<file path="config.mk">
export PLATFORM = sky130hd
export DESIGN_NAME = inst_loader
export DESIGN_NICKNAME = d
export VERILOG_FILES = /design/src/rtl/inst_loader.sv
export SDC_FILE = /design/constraint.sdc
export NUM_CORES = 1
export LEC_CHECK = 0
export ABC_AREA = 1
export CAP_MARGIN = 20
export CORE_MARGIN = 4
export CORE_UTILIZATION = 41
export CTS_CLUSTER_SIZE = 8
export DETAILED_ROUTE_END_ITERATION = 6
export MAX_ROUTING_LAYER = met4
export PLACE_DENSITY = 0.63
export SLEW_MARGIN = 30
export SYNTH_ARGS = -nofsm -noshare
export SYNTH_HDL_FRONTEND = slang
export SYNTH_SLANG_ARGS = --single-unit
</file>
<file path="constraint.sdc">
create_clock -name clk -period 6.1 [get_ports clk]
set_input_delay 1.22 -clock clk [delete_from_list [all_inputs] [get_ports clk]]
set_output_delay 1.22 -clock clk [all_outputs]
set_load 0.05 [all_outputs]
</file>
<file path="src/rtl/inst_loader.sv">
// ============================================================================
// Module   : inst_loader
// Brief    : Boot loader; packs a little-endian byte stream into 32-bit
//            instruction-memory writes after a 4-byte word-count header.
// Revision : 1.0 - initial release
// ============================================================================
`default_nettype none

module inst_loader #(
    parameter int ADDR_W    = 14,
    parameter int BASE_ADDR = 0
) (
    input  logic              clk,
    input  logic              rstn,
    input  logic              start,
    input  logic              rx_valid,
    input  logic [7:0]        rx_data,
    output logic              imem_we,
    output logic [ADDR_W-1:0] imem_addr,
    output logic [31:0]       imem_wdata,
    output logic              busy,
    output logic              done,
    output logic              err,
    output logic              bad_inst
);

    typedef enum logic [2:0] {
        S_IDLE = 3'd0,
        S_HDR  = 3'd1,
        S_DATA = 3'd2,
        S_DONE = 3'd3,
        S_ERR  = 3'd4
    } state_t;

    localparam logic [32:0]       c_CAPACITY = 33'd1 << ADDR_W;
    localparam logic [ADDR_W-1:0] c_BASE     = ADDR_W'(BASE_ADDR);

    state_t      r_state;
    logic [1:0]  r_bcnt;
    logic [31:0] r_idx;
    logic [31:0] r_n;
    logic [23:0] r_shift;

    logic [31:0]       w_word;
    logic              w_last_byte;
    logic              w_final;
    logic              w_too_big;
    logic [ADDR_W-1:0] w_addr;

    // Earlier bytes sit in the low positions, so the current byte is the MSB.
    assign w_word      = {rx_data, r_shift};
    assign w_last_byte = rx_valid && (r_bcnt == 2'd3);
    assign w_final     = (r_idx == (r_n - 32'd1));
    assign w_too_big   = ({1'b0, w_word} > c_CAPACITY);
    assign w_addr      = c_BASE + r_idx[ADDR_W-1:0];

    always_ff @(posedge clk or negedge rstn) begin
        if (!rstn) begin
            r_state    <= S_IDLE;
            r_bcnt     <= 2'd0;
            r_idx      <= 32'd0;
            r_n        <= 32'd0;
            r_shift    <= 24'd0;
            imem_we    <= 1'b0;
            imem_addr  <= '0;
            imem_wdata <= 32'd0;
            busy       <= 1'b0;
            done       <= 1'b0;
            err        <= 1'b0;
            bad_inst   <= 1'b0;
        end else begin
            imem_we <= 1'b0;
            case (r_state)
                S_IDLE, S_DONE, S_ERR: begin
                    // A byte arriving with start is intentionally dropped.
                    if (start) begin
                        r_state  <= S_HDR;
                        r_bcnt   <= 2'd0;
                        r_idx    <= 32'd0;
                        bad_inst <= 1'b0;
                        busy     <= 1'b1;
                        done     <= 1'b0;
                        err      <= 1'b0;
                    end
                end
                S_HDR: begin
                    if (rx_valid) begin
                        r_bcnt  <= r_bcnt + 2'd1;
                        r_shift <= {rx_data, r_shift[23:8]};
                    end
                    if (w_last_byte) begin
                        r_n <= w_word;
                        if (w_word == 32'd0) begin
                            r_state <= S_DONE;
                            busy    <= 1'b0;
                            done    <= 1'b1;
                        end else if (w_too_big) begin
                            r_state <= S_ERR;
                            busy    <= 1'b0;
                            err     <= 1'b1;
                        end else begin
                            r_state <= S_DATA;
                        end
                    end
                end
                S_DATA: begin
                    if (rx_valid) begin
                        r_bcnt  <= r_bcnt + 2'd1;
                        r_shift <= {rx_data, r_shift[23:8]};
                    end
                    if (w_last_byte) begin
                        imem_we    <= 1'b1;
                        imem_addr  <= w_addr;
                        imem_wdata <= w_word;
                        r_idx      <= r_idx + 32'd1;
                        if (w_word[1:0] != 2'b11) begin
                            bad_inst <= 1'b1;
                        end
                        if (w_final) begin
                            r_state <= S_DONE;
                            busy    <= 1'b0;
                            done    <= 1'b1;
                        end
                    end
                end
                default: begin
                    r_state <= S_IDLE;
                    busy    <= 1'b0;
                    done    <= 1'b0;
                    err     <= 1'b0;
                end
            endcase
        end
    end

endmodule

`default_nettype wire

</file>
==> reports/metrics.cfg <==
[timing]
layout_min_cycle_time_ns = 2.98
fmax_ghz = 0.336
finClkSkew_ns = 0.0109
maxSlewHeadroom = 0.476
finalHoldViolCount = 0
report.final.slew_viol_count = 0
rsz0062_at_grt = no
setup_viol = 0
setup_tns_ns = 0
worst-slew-pin-transition_ns = 0.786
whs_ns = 0.476
fin_crit_sh = 0.488

[setup_path]
cp-start-kind = input pin
cp.required_ns = 6.45
timing.rr.start = r_n[0]$_DFFE_PN0P_
r2r_end = r_state[0]$_DFFE_PN0P_
endpoint_kind = register
crit_chain = clkdlybuf4s50_1 > nand2_1 > nand2_2 > nand3b_4 > inv_2 > nand3_2 > nor3_4 > nand3_2 > clkinv_2 > nand2_1 > a21oi_1
crit_slowest_cell = clkdlybuf4s50_1
reg2reg_depth = 17
cp.arrival_ns = 3.33
cpPeakStageDelay_ns = 0.51
crit_type = input pin to register
worstSetupEndpoint = r_idx[19]$_DFFE_PN0P_
ff2ff_setup_slack_ns = 3.61
crit_start = rx_valid
cp_max_fo = 26

[cts]
cts_root_buffer = clkbuf_16
cts_resized = 0
clkSlewWorstSetupHoldPaths_ns = 0.06
clk_path_buf_depth = 2
cts_setup_buffers = 0
htreeDepth = 4
cts_hold_buf = 0
insertion_delay_ns = 0.42
numCtsBuffers = 17
cts_tree = built
cts.sinks = 144

[synthesis]
synth_cells = 1001
post-synth-top-area-cell = dfrtp_1
synth-main-ff-cell = dfrtp_1
synth_common_cells = 273 x nand2_1, 144 x dfrtp_1, 115 x o21ai_0, 113 x inv_1, 103 x nor2_1
synthTopCellsByArea = dfrtp_1 47%, nand2_1 13%, o21ai_0 7.5%
synth_seq_cells = 144
synth_nets = 1016
syn_area_per_cell_um2 = 7.69
seq_area_frac_synth = 0.468
synth_edf_count = 0
synth.most_common_cell = nand2_1
yosys_warnings = 0
synth_top_area_share = 0.468
ys_types = 38
async_reset_ff_frac = 1.00
synth_area_mm2 = 0.00770

[power]
combinationalPowerShare = 0.323
leakage_nw = 4.47
switching_power_mw = 1.31
p_seq_frac = 0.373
internal_power_mw = 2.10
vdd_ir_drop_max_mv = 0.250
pwr-share-clk = 0.304
powerDensity_mw_per_mm2 = 375
switching_share = 0.384

[global_route]
grt_usage = 0.201
antenna_found_initial = 0
overflow = 0
grt_pass1_wl_um = 33100
grt_max_degree = 97
grt_pass1_vias = 6215

[run_status]
status = finished, final reports clean

[drt]
drtPass1Iterations = 4
routed-via-count = 6496
routedWlPerCell_um = 15.4
route.detailed.drc = 0
wirelength_um = 20000
drt_iter0_markers = 552
vias_per_cell = 4.99
ant_nets = 0

[layout]
n_antenna_cell = 0
area_delta_synth_final_pct = 18.4
drive_gt1_frac = 0.0793
layout.nets = 1074

[floorplan]
fp.coreArea_mm2 = 0.0182
fp.dieArea_mm2 = 0.0210
placementRows = 49
fp.dieH_um = 145
start_util = 0.423
die_w_um = 145
io-pin-count = 63

[place]
io_buffers = 62
place.gp.congestion = 0.910
hpwl_um = 15200

[run]
cap_violations = 0

[min_path]
hp-class = register to register

==> through the flow <==
stage | cell area (um2) | power [mW] | cells | utilization | setup WS (ns)
after floorplan | 7700 | 2.01 | 1001 | - | 3.80
after global placement | 8530 | 2.39 | 1269 | 0.468 | 2.75
after detailed placement | 8530 | 2.40 | 1269 | 0.468 | 2.69
after CTS | 9110 | 3.44 | 1301 | 0.500 | 3.14
after global routing | 9110 | 3.59 | 1301 | 0.500 | 2.86
final | 9110 | 3.42 | 1301 | 0.500 | 3.12
==> logic make-up after synthesis <==
kind of cell    share of synthesized area
simple gates                        0.288
flops                               0.468
compound gates                      0.110
xor+xnor                           0.0535
buf+inv                            0.0756
fa+ha+maj                         0.00488
==> worst max-delay path: cells and delay by family <==
kind	cells	cell delay, ns
AND/OR/NAND/NOR	7	1.06
AO/OA/AOI/OAI	1	0.14
buffers and inverters	3	0.89
==> cell usage in the layout (no fill, tap or decap), drive strengths merged, types with 15 or more instances in the layout <==
cell type	n
a21oi	15
xor2	27
dfrtp	144
clkbuf	21
nand2	283
nand3	37
nor3	27
o21ai	126
clkdlybuf4s50	61
inv	129
xnor2	20
nor2	117
nand4	18
==> sequential cells by signal, summed over array words and instances (netlist names) <==
name        count
busy            1
bad_inst        1
r_n            32
done            1
r_shift        24
err             1
imem_addr      14
imem_we         1
imem_wdata     32
r_bcnt          2
r_idx          32
r_state         3
==> worst min-delay path by stage <==
stage	cells past startpoint	slack (ns)	startpoint	endpoint
2_1_floorplan	2	0.45	r_shift[19]$_DFFE_PN0P_	r_shift[19]$_DFFE_PN0P_
3_5_place_dp	2	0.46	busy$_DFFE_PN0P_	busy$_DFFE_PN0P_
4_1_cts	2	0.48	busy$_DFFE_PN0P_	busy$_DFFE_PN0P_
5_1_grt	2	0.51	imem_wdata[13]$_DFFE_PN0P_	imem_wdata[13]$_DFFE_PN0P_
3_3_place_gp	2	0.46	imem_wdata[27]$_DFFE_PN0P_	imem_wdata[27]$_DFFE_PN0P_
6_report	2	0.48	busy$_DFFE_PN0P_	busy$_DFFE_PN0P_
==> power by group through the flow <==
stage / combinational [mW] / sequential (mW) / clock, mW
after floorplan: 0.304 / 1.71 / 0
after global placement: 1.10 / 1.29 / 0
after detailed placement: 1.11 / 1.29 / 0
after CTS: 1.11 / 1.28 / 1.05
after global routing: 1.19 / 1.30 / 1.10
final: 1.10 / 1.27 / 1.04
==> area by class of cell <==
cell class,instances,area (um2)
multi-input cells,705,3510
inverters,125,470
well taps,229,287
clock buffers,20,437
clock inverters,12,148
fillers,1788,9100
repair buffers,66,654
flip-flops and latches,144,3600
==> metal layers <==
metal / track usage / vias to the layer above / share of wire
li1: - / 3325 / -
met1: 0.284 / 3031 / 0.49
met2: 0.310 / 127 / 0.46
met3: 0.0355 / 13 / 0.037
met4: 0.0390 / 0 / 0.0079
met5: - / - / 0
Power figures use the tool's default switching activity.
